### src/rtl/data_mem_sync_pkg.sv
// Shared definitions for the clocked data memory: access-size codes and FSM states.
package data_mem_pkg;

  // Access size field BHW of req_ctrl = {BHW[1:0], U}
  localparam logic [1:0] BHW_BYTE = 2'b00;
  localparam logic [1:0] BHW_HALF = 2'b01;
  localparam logic [1:0] BHW_WORD = 2'b10;
  localparam logic [1:0] BHW_ILL  = 2'b11;

  // Reset clear sweep, then normal operation
  typedef enum logic [0:0] {
    ST_CLEAR = 1'b0,
    ST_RUN   = 1'b1
  } state_t;

endpackage

### src/rtl/data_mem_sync_lane_align.sv
// Combinational lane steering for the data memory.
// Store side merges byte/half/word data into the old word and flags misalignment;
// load side extracts the addressed lane(s) and sign/zero extends to 32 bits.
module mem_lane_align
  import data_mem_pkg::*;
(
  input  logic [31:0] st_old,
  input  logic [31:0] st_wdata,
  input  logic [1:0]  lane,
  input  logic [1:0]  bhw,
  input  logic        ld_unsigned,
  input  logic [31:0] ld_word,
  output logic [31:0] st_merged,
  output logic        misalign,
  output logic [31:0] ld_data
);

  logic [7:0]  ld_byte;
  logic [15:0] ld_half;

  // Alignment / legality of the access size against the byte lane
  always_comb begin
    misalign = 1'b0;
    case (bhw)
      BHW_BYTE: misalign = 1'b0;
      BHW_HALF: misalign = lane[0];
      BHW_WORD: misalign = (lane != 2'b00);
      default:  misalign = 1'b1;
    endcase
  end

  // Merge store data into the addressed lane(s), keeping the other lanes
  always_comb begin
    st_merged = st_old;
    case (bhw)
      BHW_BYTE: begin
        for (int unsigned i = 0; i < 4; i++) begin
          if (32'(lane) == i) st_merged[8*i +: 8] = st_wdata[7:0];
        end
      end
      BHW_HALF: begin
        if (lane[1]) st_merged[31:16] = st_wdata[15:0];
        else         st_merged[15:0]  = st_wdata[15:0];
      end
      BHW_WORD: st_merged = st_wdata;
      default:  st_merged = st_old;
    endcase
  end

  // Select the addressed byte and half of the loaded word
  always_comb begin
    ld_byte = ld_word[7:0];
    case (lane)
      2'd0:    ld_byte = ld_word[7:0];
      2'd1:    ld_byte = ld_word[15:8];
      2'd2:    ld_byte = ld_word[23:16];
      default: ld_byte = ld_word[31:24];
    endcase
    ld_half = lane[1] ? ld_word[31:16] : ld_word[15:0];
  end

  // Extend the extracted data to 32 bits; word ignores U
  always_comb begin
    ld_data = '0;
    case (bhw)
      BHW_BYTE: ld_data = {{24{~ld_unsigned & ld_byte[7]}}, ld_byte};
      BHW_HALF: ld_data = {{16{~ld_unsigned & ld_half[15]}}, ld_half};
      BHW_WORD: ld_data = ld_word;
      default:  ld_data = '0;
    endcase
  end

endmodule

### src/rtl/data_mem_sync.sv
// Clocked data memory between the MEM stage and the RAM array.
// Valid/ready request handshake, 1-cycle registered response, reset clear sweep,
// error flag for misaligned, out-of-range and illegal-size accesses.
module data_mem_sync
  import data_mem_pkg::*;
#(
  parameter int ADDR_WIDTH = 7,
  parameter int DEPTH      = 32
) (
  input  logic                  clk,
  input  logic                  rst,
  input  logic                  req_valid,
  output logic                  req_ready,
  input  logic                  req_we,
  input  logic [ADDR_WIDTH-1:0] req_addr,
  input  logic [2:0]            req_ctrl,
  input  logic [31:0]           req_wdata,
  output logic                  resp_valid,
  output logic [31:0]           resp_rdata,
  output logic                  resp_err
);

  localparam int IDX_W = (DEPTH > 1) ? $clog2(DEPTH) : 1;

  logic [31:0]           mem [DEPTH];
  state_t                state;
  logic [IDX_W-1:0]      clr_idx;

  logic [ADDR_WIDTH-3:0] word_idx;
  logic [IDX_W-1:0]      mem_idx;
  logic [31:0]           rd_word;
  logic [31:0]           st_merged;
  logic [31:0]           ld_data;
  logic                  misalign;
  logic                  range_err;
  logic                  req_err;
  logic                  accept;
  logic                  do_store;

  assign req_ready = (state == ST_RUN);
  assign accept    = req_valid & req_ready & ~rst;

  assign word_idx  = req_addr[ADDR_WIDTH-1:2];
  assign mem_idx   = word_idx[IDX_W-1:0];
  assign range_err = (32'(word_idx) >= 32'(DEPTH));
  assign req_err   = misalign | range_err;
  assign do_store  = accept & req_we & ~req_err;

  // Asynchronous array read; only consumed when the index is in range
  assign rd_word = mem[mem_idx];

  mem_lane_align u_align (
    .st_old      (rd_word),
    .st_wdata    (req_wdata),
    .lane        (req_addr[1:0]),
    .bhw         (req_ctrl[2:1]),
    .ld_unsigned (req_ctrl[0]),
    .ld_word     (rd_word),
    .st_merged   (st_merged),
    .misalign    (misalign),
    .ld_data     (ld_data)
  );

  // Clear sweep sequencing: CLEAR for DEPTH cycles after reset, then RUN
  always_ff @(posedge clk) begin
    if (rst) begin
      state   <= ST_CLEAR;
      clr_idx <= '0;
    end else if (state == ST_CLEAR) begin
      if (clr_idx == IDX_W'(DEPTH - 1)) state <= ST_RUN;
      else                              clr_idx <= clr_idx + 1'b1;
    end
  end

  // Array writes: zero fill during the sweep, merged store data in RUN
  always_ff @(posedge clk) begin
    if (!rst && state == ST_CLEAR) begin
      mem[clr_idx] <= '0;
    end else if (do_store) begin
      mem[mem_idx] <= st_merged;
    end
  end

  // Registered response; rdata holds when no request was accepted
  always_ff @(posedge clk) begin
    if (rst) begin
      resp_valid <= 1'b0;
      resp_rdata <= '0;
      resp_err   <= 1'b0;
    end else if (accept) begin
      resp_valid <= 1'b1;
      resp_err   <= req_err;
      resp_rdata <= (req_err || req_we) ? '0 : ld_data;
    end else begin
      resp_valid <= 1'b0;
      resp_err   <= 1'b0;
    end
  end

endmodule

### config.mk
export PLATFORM = sky130hd
export DESIGN_NAME = data_mem_sync
export DESIGN_NICKNAME = d
export VERILOG_FILES = /design/src/rtl/data_mem_sync_pkg.sv /design/src/rtl/data_mem_sync_lane_align.sv /design/src/rtl/data_mem_sync.sv
export SDC_FILE = /design/constraint.sdc
export NUM_CORES = 1
export LEC_CHECK = 0
export ABC_CLOCK_PERIOD_IN_PS = 5700
export CORE_ASPECT_RATIO = 0.6
export CORE_UTILIZATION = 45
export CTS_CLUSTER_DIAMETER = 150
export DETAILED_ROUTE_END_ITERATION = 16
export HOLD_SLACK_MARGIN = 0.03
export PLACE_DENSITY = 0.67
export SYNTH_ARGS = -nofsm -noshare
export SYNTH_HDL_FRONTEND = slang
export SYNTH_SLANG_ARGS = --single-unit
### constraint.sdc
create_clock -name clk -period 5.7 [get_ports clk]
set_input_delay 0.57 -clock clk [delete_from_list [all_inputs] [get_ports clk]]
set_output_delay 0.57 -clock clk [all_outputs]
set_load 0.02 [all_outputs]
# Word-level counts from Yosys, hierarchy flattened
# Memory sizes are Yosys's and may differ from the RTL's.
# Cells that the tools add are included.
[word_totals]
memories = 1
register_bits = 40
inputBits = 46
mem_bits_rw = 1024
[mem_list]
columns = ["name", "words", "word_bits", "rd", "rd_clocked_by_memory_dff", "wr", "line_no", "source"]
rows = [
  ["mem", 32, 32, 1, 0, 1, "data_mem_sync.sv:25", "logic [31:0] mem [DEPTH];"],
]
[op_classes]
mux = 23
n_eq_ne = 6
addsub = 1
bitwise_logic = 12
reduce_logical = 9
[ops]
columns = ["op", "count"]
rows = [
  ["32-bit one-hot mux with 3 select lines", 2],
  ["32-bit two-way mux", 2],
  ["16-bit two-way mux", 3],
  ["8-bit two-way mux", 4],
  ["32-bit OR reduction", 1],
  ["8-bit one-hot mux with 3 select lines", 1],
  ["1-bit two-way mux", 9],
  ["1-bit bitwise AND", 6],
  ["2-bit == test (second input constant)", 3],
  ["1-bit NOT", 6],
  ["5-bit by 1-bit adder with 5-bit output (second input constant)", 1],
  ["5-bit == test (second input constant)", 1],
  ["5-bit two-way mux", 1],
  ["2-bit by 1-bit == test with 1-bit output (second input constant)", 2],
  ["2-bit zero test", 2],
  ["1-bit one-hot mux with 3 select lines", 1],
  ["2-bit AND reduction", 1],
  ["2-bit nonzero test", 1],
  ["2-bit OR reduction", 1],
  ["1-bit logical AND", 1],
  ["1-bit zero test", 1],
  ["1-bit logical OR", 1],
]

# Depth between registers and ports, before layout
# Gate-level depths: netlist of run 1.
[logic_depth]
depth_word = 9
ltp_mapped = 12
depth_no_buf = 7

# Cells and area by module
# Synthesis of run 1 repeated with hierarchy kept, for this count alone.
[hier_totals]
hier_cells = 2619
hier_area_um2 = 43081.3
[modules_own_cells]
columns = ["mod", "cells_each", "area_per_inst_um2", "instances", "seq_area_each_um2"]
rows = [
  ["data_mem_sync", 2367, 41426.0, 1, 31550.3],
  ["mem_lane_align", 252, 1655.3, 1, 0.0],
]

# Least setup slack after synthesis of run 1
# No wires, ideal clock.
[synth_path]
path_type = "input-to-reg"
start = "in req_addr[1]"
end = "mem mem[12][0], enable pin"
setup_time_ps = 421
path_stages = 8
t_arrival_ps = 3265
slack_ps = 2014
path_buffers = 3
required_time_ps = 5279
path_cell_list = "clkbuf_1 > o21a_1 > o22ai_1 > and3_1 > clkbuf_1 > clkbuf_1 > a31oi_1 > nor2_1"
[synth_between]
elab_chain_len = 9
word_cells_on_any_way = 10
[synth_lines]
columns = ["element", "line_no", "source"]
rows = [
  ["start: declaration", "data_mem_sync.sv:15", "input logic [ADDR_WIDTH-1:0] req_addr,"],
  ["2-bit nonzero test *", "data_mem_sync_lane_align.sv:27", "BHW_WORD: misalign = (lane != 2'b00);"],
  ["1-bit one-hot mux with 3 select lines *", "data_mem_sync_lane_align.sv:24", "case (bhw)"],
  ["1-bit NOT *", "data_mem_sync.sv:47", "assign do_store = accept & req_we & ~req_err;"],
  ["1-bit bitwise AND *", "data_mem_sync.sv:47", ""],
  ["1-bit two-way mux *", "data_mem_sync.sv:79", "end else if (do_store) begin"],
  ["1-bit two-way mux *", "data_mem_sync.sv:77", "if (!rst && state == ST_CLEAR) begin"],
  ["1-bit two-way mux (not written as such) *", "data_mem_sync.sv:80", "mem[mem_idx] <= st_merged;"],
  ["32-bit OR reduction (no source line)", "--", ""],
  ["5-bit two-way mux (no source line) or 1-bit two-way mux (tied branches)", "--", ""],
  ["end: declaration", "data_mem_sync.sv:25", ""],
]
# Every way passes the cells marked *; elsewhere a longest branch is shown, timed or not.

# Worst setup path after layout of run 1
[layout_path]
start = "in req_addr[2]"
end = "mem mem[12][12] (data pin)"
[layout_between]
elab_chain_len = 4
word_cells_on_any_way = 5
[layout_lines]
columns = ["element", "line_no", "source"]
rows = [
  ["memory 32 x 32 bit *", "--", ""],
  ["16-bit two-way mux or 8-bit two-way mux (tied branches)", "data_mem_sync_lane_align.sv:42, data_mem_sync_lane_align.sv:38", ""],
  ["32-bit one-hot mux with 3 select lines *", "data_mem_sync_lane_align.sv:35", "case (bhw)"],
  ["32-bit two-way mux (no source line) *", "--", ""],
]
# Marks and branches as above.

==> results of run 1 <==
==> cell type report <==
| class | count | share of cell area, % |
|---|---|---|
| clock buffer | 104 | 4.81 |
| clock inverter | 64 | 1.55 |
| inverter | 7 | 0.0539 |
| multi-input combinational | 914 | 21.7 |
| sequential | 1064 | 64.7 |
| tap | 1232 | 3.16 |
| timing repair buffer | 211 | 4.09 |
==> Yosys cell counts (14+ instances only) <==
cell      count  area, sq um
edfxtp_1   1024        30700
mux4_2      261         5880
nor2_1      115          432
mux2i_1      89          891
a21oi_1      71          355
clkbuf_1     57          214
mux2_2       50          563
nand2_1      49          184
buf_2        47          235
dfxtp_1      40          801
a22oi_1      39          293
o21ai_0      33          165
a211oi_1     31          233
o22ai_1      24          150
a221oi_1     20          175
nor2b_1      20          125
a311oi_1     17          149
buf_1        14         52.6
==> stage by stage <==
stage	power (mW)	setup WS (ns)
final	15.8	1.70
after global routing	16.2	1.43
after CTS	15.9	1.67
after detailed placement	9.39	0.938
after global placement	9.38	1.02
after floorplan	9.11	2.01
==> power by group <==
part,switching [mW],internal [mW],total (mW)
combinational,0.451,0.292,0.743
clock,2.87,3.70,6.57
sequential,0.0113,8.47,8.48
total,3.33,12.5,15.8
==> layer usage <==
layer	vias up	global-route usage [%]	routed length, um
li1	9208	-	-
met4	0	8.43	4310
met5	-	0	0
met2	1619	36.3	51800
met3	237	6.50	15200
met1	12227	38.8	49400
==> flip-flops by register name, indices dropped and copies added, names as in the netlist <==
name,flops
req_ready,1
resp_err,1
clr_idx,5
resp_rdata,32
mem,1024
resp_valid,1
==> cell families after synthesis <==
logic type	count (synthesis)	synth area share, %
AND/OR/NAND/NOR	222	2.30
AO/OA/AOI/OAI	287	4.54
flip-flops	1064	74.2
XOR/XNOR	3	0.0618
buffers and inverters	141	1.59
multiplexers	400	17.2
adder cells (fa/ha/maj)	2	0.0589
==> worst register-to-register path, cell delays in order (launching register included) <==
cell and delay [ns]:
dfxtp_1 0.43, nand2_2 0.13, nor2_1 0.07, and2_1 0.20, nand2_1 0.14, buf_4 0.46
a41oi_1 0.59, nor2_4 1.03, buf_12 0.32
==> worst max path at each step <==
stage / to / cells after the start
2_1_floorplan: mem[12][0]$_DFFE_PP_ / 8
3_3_place_gp: mem[22][12]$_DFFE_PP_ / 9
3_5_place_dp: mem[22][12]$_DFFE_PP_ / 9
4_1_cts: mem[23][12]$_DFFE_PP_ / 9
5_1_grt: mem[31][12]$_DFFE_PP_ / 9
6_report: mem[12][12]$_DFFE_PP_ / 9
==> impl_summary.md, run 1 <==
Critical path
The family with the most delay on the worst path is buffers and inverters. The worst register-to-register path has a setup slack of 1.98 ns. The delay of the slowest critical-path stage is 0.57 ns. The start of the worst register-to-register path is req_ready$_SDFF_PP0_. Together, buffers and inverters on the worst path number 3. The worst setup path is captured at a flip-flop. At the worst endpoint, the required time is 6.03 ns.

For this design, the slowest cell found on the critical path is buf_8. The number of cells on the worst reg-to-reg path is 8. The beginning of the critical path is req_addr[2].

For the worst setup path, the data arrival time is 4.32 ns. The endpoint of the most critical register-to-register path is mem[24][16]$_DFFE_PP_. The class of the most critical setup path is in2reg. Traced cell by cell, the critical path runs through buf_8, buf_4, buf_4, mux4_2, mux4_2, o21ai_1, o21ai_0, a22oi_1, a21oi_2. The worst setup path is launched from a primary input. In this run the worst path has a maximum fanout of 75.

Synthesis
After synthesis, the share of flip-flops with an asynchronous set or reset is 0%. The netlist area before placement is 42500 sq um. Yosys printed 0 warnings. The gate count after technology mapping is 2119.

The average size of a mapped cell is 20.1 sq um. The share of the Yosys chip area taken by registers is 74.2%. The synthesized net count is 2167. Among all flip-flop cells after synthesis, the most frequent one is edfxtp_1. The synthesized flop and latch total is 1064.

In this run, synthesis inferred 1024 flip-flops with an integrated enable. The number of different library cells in the post-synthesis netlist is 53.

Cells and area
For this run, the share of the core covered by cells in the final layout is 52.7%. For this run, the post-layout net count is 2337. The library cell used most frequently in the layout, excluding fill and tap cells, is edfxtp_1. After filler insertion, the fill cell instance count of the layout stands at 7079. Summing all non-filler instances in the final layout gives an area of 48800 sq um. The total area of sequential cells is 31600 sq um. The count of cells in the finished layout, fillers not included, comes to 3596. The library cells used most frequently in the layout, excluding fill and tap cells, are 1024 x edfxtp_1, 261 x mux4_2, 114 x buf_4. Summing all multi-input logic gate instances after layout gives 10600 sq um. The synthesis-to-finish area growth is 14.7%. The ratio of cells with drive above 1 in the final layout is 26.6%. The repair_antennas step left the layout with diodes totalling 0.

Clock tree
The CTS tree is yes. The post-cts repair resize count is 0. The H-tree generated during clock tree synthesis spans 3 levels. Clock-pin slew was measured on the worst setup and hold paths at 0.06 ns.

In this run the clock root is driven by a clkbuf_16. The number of buffers created by CTS is 91. The number of hold buffers added after CTS was 0. The number of setup buffers added after CTS is 0. For the worst-skew pair, the clock arrives at the later sink with an insertion delay of 0.69 ns. CTS saw 1064 sinks. The clock passes through at most 3 buffers.

Placed design
Counting tap cells, the placed design contains a total of 3428 instances. The placer's final routability congestion estimate is 0.973. The HPWL reported at the end of detailed placement is 74100 um. Port buffering added 80 buffers. The placed instance area is 45700 sq um.

Floorplan
After floorplanning, the core was sized to cover 92600 sq um. The die covers 95800 sq um. The die outline height is 240 um. The die is 399 um wide. The floorplan has 86 rows. The initial cell density of the core is 45.9%. The boundary pin count is 81.

Timing
The slew at the pin closest to its max-slew limit is 1.33 ns. The final sum of negative setup slack is 0 ns. The total setup violations reported at the end of the flow is 0.

The maximum achievable frequency is 0.250 GHz. The clock arrives with 0.0332 ns of skew. The final critical-path share of the clock period is 70.1%. The hold violation total from the final report is 0. The worst slew margin relative to its limit is 11.2%.

Setup repair after global routing left no endpoint under its margin. The minimum clock period is 4.00 ns. The worst hold slack across all endpoints is 0.555 ns. The total count of max-transition violations in the final report came to 0.

GRT
The total track usage is 25.6%. The first-pass GRT wire length is 170000 um. The number of antenna violations at the first check in global routing is 1. Entering global routing, the biggest net connects 94 pins. The number of global-route vias before repair came to 22549. The final global-route overflow total is 0.

Job
The tool flagged a number of max-cap violations equal to 0.

Power
The standby leakage power is 15.7 nW. Across the VDD grid, the largest voltage drop is 246 uV. The total power per unit cell area is 324 nW/um^2.

Route
The count of routing violations after the opening detailed-route iteration is 3966. After detailed routing, the average wire length per cell comes to 33.6 um. The via count is 23291. In the routed design, unresolved DRC markers number 0. The detailed-route vias per instance is 6.48.

The post-detailed-route count of antenna-violating nets is 0. After detailed routing, the total wire length is 121000 um. The first TritonRoute pass finished after 8 iterations.

Min path
The min-delay analysis places its worst path in the category reg2reg. The worst hold path passes through 2 cells. The path with the worst hold slack has its endpoint at resp_rdata[7]$_SDFFE_PP0N_. In this run the most critical hold path is launched from resp_rdata[7]$_SDFFE_PP0N_.

Run status
The run finished with clean final reports.
Note: power is estimated with default switching activity, not from simulation.
==> run 2, diff against run 1 <==
ABC_CLOCK_PERIOD_IN_PS = 3480   (was 5700)
PLACE_DENSITY = 0.69   (was 0.67)
clock period = 3.48 ns   (was 5.7 ns; I/O delays follow)
==> run 2 against run 1 <==
Wire length is 1.2% higher; final area is 2.8% higher; utilization is 1.5 points higher; global-route usage is 0.22 points higher; largest cell class unchanged; highest routed layer unchanged; clock skew is 0.0047 ns higher; critical endpoint is now mem[8][8]$_DFFE_PP_; power is 63% higher; clock-buffer cell count is 11 higher; clock power is 60% higher; non-clock buffer count is 101 higher.
==> impl_summary.md, run 2 (synthesized netlist as in run 1, its figures left out) <==
Cells and area
The ratio of cells with drive above 1 in the final layout was 29.5% (+2.8 points). The final core area utilization came to 54.1% (+1.5 points). From synthesis to final layout, the design area changed by 17.9%. Ranked by flip-flop count, first place goes to mem.

The flip-flop count of the largest register after layout is 1024 (unchanged). Leaving out fill and tap cells, the most frequent cell in the layout is edfxtp_1. The number of nets in the final layout is 2439 (+4.4%). The final cell count without fillers is 3698 (+2.8%). Leaving out fill and tap cells, the most frequent cells in the layout are 1024 x edfxtp_1, 261 x mux4_2, 160 x buf_4.

The largest registers in the layout are mem x1024, resp_rdata x32, clr_idx x5. The count of inserted antenna diode cells is 0 (unchanged).

Clock tree
TritonCTS built the clock tree. The number of hold buffers added after cts was 0 (unchanged). The clock latency of the later-clocked register in the worst-skew pair is 0.72 ns (+0.03 ns).

The post-cts repair resize count was 0 (unchanged). The number of buffers created by CTS is 92 (+1.1%). The number of setup buffers added after CTS was 0 (unchanged). The count of clock tree sinks is 1064 (unchanged). The clock-pin slew of the registers on the worst-case setup and hold paths is 0.06 ns (about the same). The root buffer cell is clkbuf_16. The level count of the clock H-tree is 3 (unchanged). The number of buffers on the longest clock path came to 3 (unchanged).

Critical path
The delay of the slowest critical-path stage is 0.61 ns (+0.04 ns). The data arrival time at the worst-slack endpoint came to 3.41 ns (-0.91 ns). The critical path's slowest cell is mux4_2.

The class of the most critical setup path is in2reg. The startpoint identified for the worst register-to-register timing path is mem[16][27]$_DFFE_PP_. Counting stages on the worst path, the most repeated cell is mux4_2.

The top fanout value on the critical path is 40 (-47%). The beginning of the critical path is req_addr[2]. The type of origin of the critical path is a primary input. The required time of the critical path is 3.91 ns (-2.12 ns). STA classifies the critical path endpoint as a flip-flop. The critical path goes through buf_8, buf_12, mux4_2, mux4_2, o21ai_1, o21ai_0, a22oi_1, a21oi_1, buf_4.

Timing
The total setup violations reported at the end of the flow was 0 (unchanged). The slew at the pin closest to its max-slew limit came to 1.19 ns (-0.133 ns). The final worst clock skew is 0.0378 ns (+0.00468 ns). Dividing the final minimum period by the clock period gives 85.8%.

The worst slew margin relative to its limit is 20.4% (+9.2 points). The worst path in the final design needs a cycle of 2.99 ns, including I/O delays and setup. The hold violation total from the final report came to 0 (unchanged).

For this run, the top clock speed supported by timing is 0.335 GHz. Setup repair after global routing left no endpoint under its margin. The total count of max-transition violations in the final report is 0 (unchanged).

Min path
In this run the worst hold path is classified as in2reg. The worst min-delay path startpoint is req_valid.

Floorplan
The count of standard-cell rows came to 86 (unchanged). The initial cell density of the core is 45.9% (unchanged). The die outline area is 95800 sq um (unchanged). The width of the chip is 399 um (unchanged). The core footprint came to 92600 sq um (unchanged).

The die outline height was 240 um (unchanged). The boundary pin count was 81 (unchanged).

Placed design
The HPWL reported at the end of detailed placement is 75300 um (+1.7%). The number of instances in the placed design is 3529 (+2.9%). The placer's final routability congestion estimate came to 0.955 (-1.8%). The number of I/O port buffers is 80 (unchanged).

GRT
The final global-route overflow total is 0 (unchanged). The first-pass GRT wire length is 172000 um (+1.0%). The number of antenna violations at the first check in global routing was 1 (unchanged). The total track usage is 25.9% (+0.22 points). The number of global-route vias before repair is 23111 (+2.5%).

The pin count of the biggest net entering global routing is 50 (-47%).

Route
The wire length per cell after detailed routing is 33.0 um (-1.6%). The detailed-router iteration count before antenna repair came to 7 (-1). The count of routing violations after the opening detailed-route iteration is 3349 (-16%).

The final routed DRC violation total is 0 (unchanged). The via count is 23743 (+1.9%). The post-detailed-route count of antenna-violating nets came to 0 (unchanged). The detailed-route vias per instance was 6.42 (-0.87%). The sum of routed wire length over all layers is 122000 um (+1.2%).

Run status
The flow ran to the end, and the final reports show no timing, DRC or antenna violations.

Power
The standby leakage power was 16.3 nW (+4.0%). The total power per unit cell area is 512 nW/um^2 (+58%). The final total power came to 25.7 mW (+63%). The maximum vdd drop came to 453 uV (+84%).

Job
The number of max-cap violations was 0 (unchanged).
run 2: cell count changes in the layout (fill, tap and decap cells not counted), moves of 3 or more:
cell / delta
bufinv_16: -8
buf_4: +46
clkinv_1: -4
clkbuf_8: +4
buf_12: +55
clkinv_4: +3
clkbuf_1: +7
inv_6: -3
inv_16: +4
clkinv_2: -3
run 2: layout make-up:
cell class | count | area, sq um
clock buffers | 115 | 2430
fillers | 6962 | 42500
multi-input cells | 914 | 10600
inverters | 7 | 26.3
clock inverters | 54 | 598
flip-flops and latches | 1064 | 31600
well taps | 1232 | 1540
repair buffers | 312 | 3440
run 2: worst paths after layout:
check / endpoint / slack (ns) / cells past startpoint
worst min register to register: resp_rdata[16]$_SDFFE_PP0N_ / 0.56 / 2
worst min-delay path: resp_valid$_SDFF_PP0_ / 0.33 / 3
worst max-delay path: mem[8][8]$_DFFE_PP_ / 0.49 / 9
worst max register to register: mem[21][27]$_DFFE_PP_ / 0.57 / 9
run 2: routing by layer:
layer	part of all wire, %	vias to the layer above	track usage, %
met5	0	-	0
met4	3.3	0	8.35
met3	13	229	7.37
met2	44	1687	37.4
met1	40	12386	37.9
li1	-	9441	-
run 2: power by group:
group | internal, mW | total [mW] | leakage [nW] | switching [mW]
registers | 13.9 | 13.9 | 10.1 | 0.0179
clock network | 5.64 | 10.5 | 1.47 | 4.82
logic | 0.567 | 1.35 | 4.75 | 0.780
total | 20.1 | 25.7 | 16.3 | 5.61
run 2: metrics by stage:
| step | instance area, sq um | TNS (ns) | hold slack [ns] | setup slack (ns) |
|---|---|---|---|---|
| after floorplan | 42500 | 0 | 0.509 | 0.0160 |
| after global placement | 47100 | -19.17 | 0.528 | -0.229 |
| after detailed placement | 47100 | -19.81 | 0.553 | -0.268 |
| after CTS | 50100 | 0 | 0.303 | 0.474 |
| after global routing | 50100 | 0 | 0.319 | 0.402 |
| final | 50100 | 0 | 0.334 | 0.494 |
run 2: critical path: cells and delay by family:
kind | cells | cell delay [ns]
buf+inv | 3 | 0.92
mux | 2 | 1.12
compound gates | 4 | 0.91
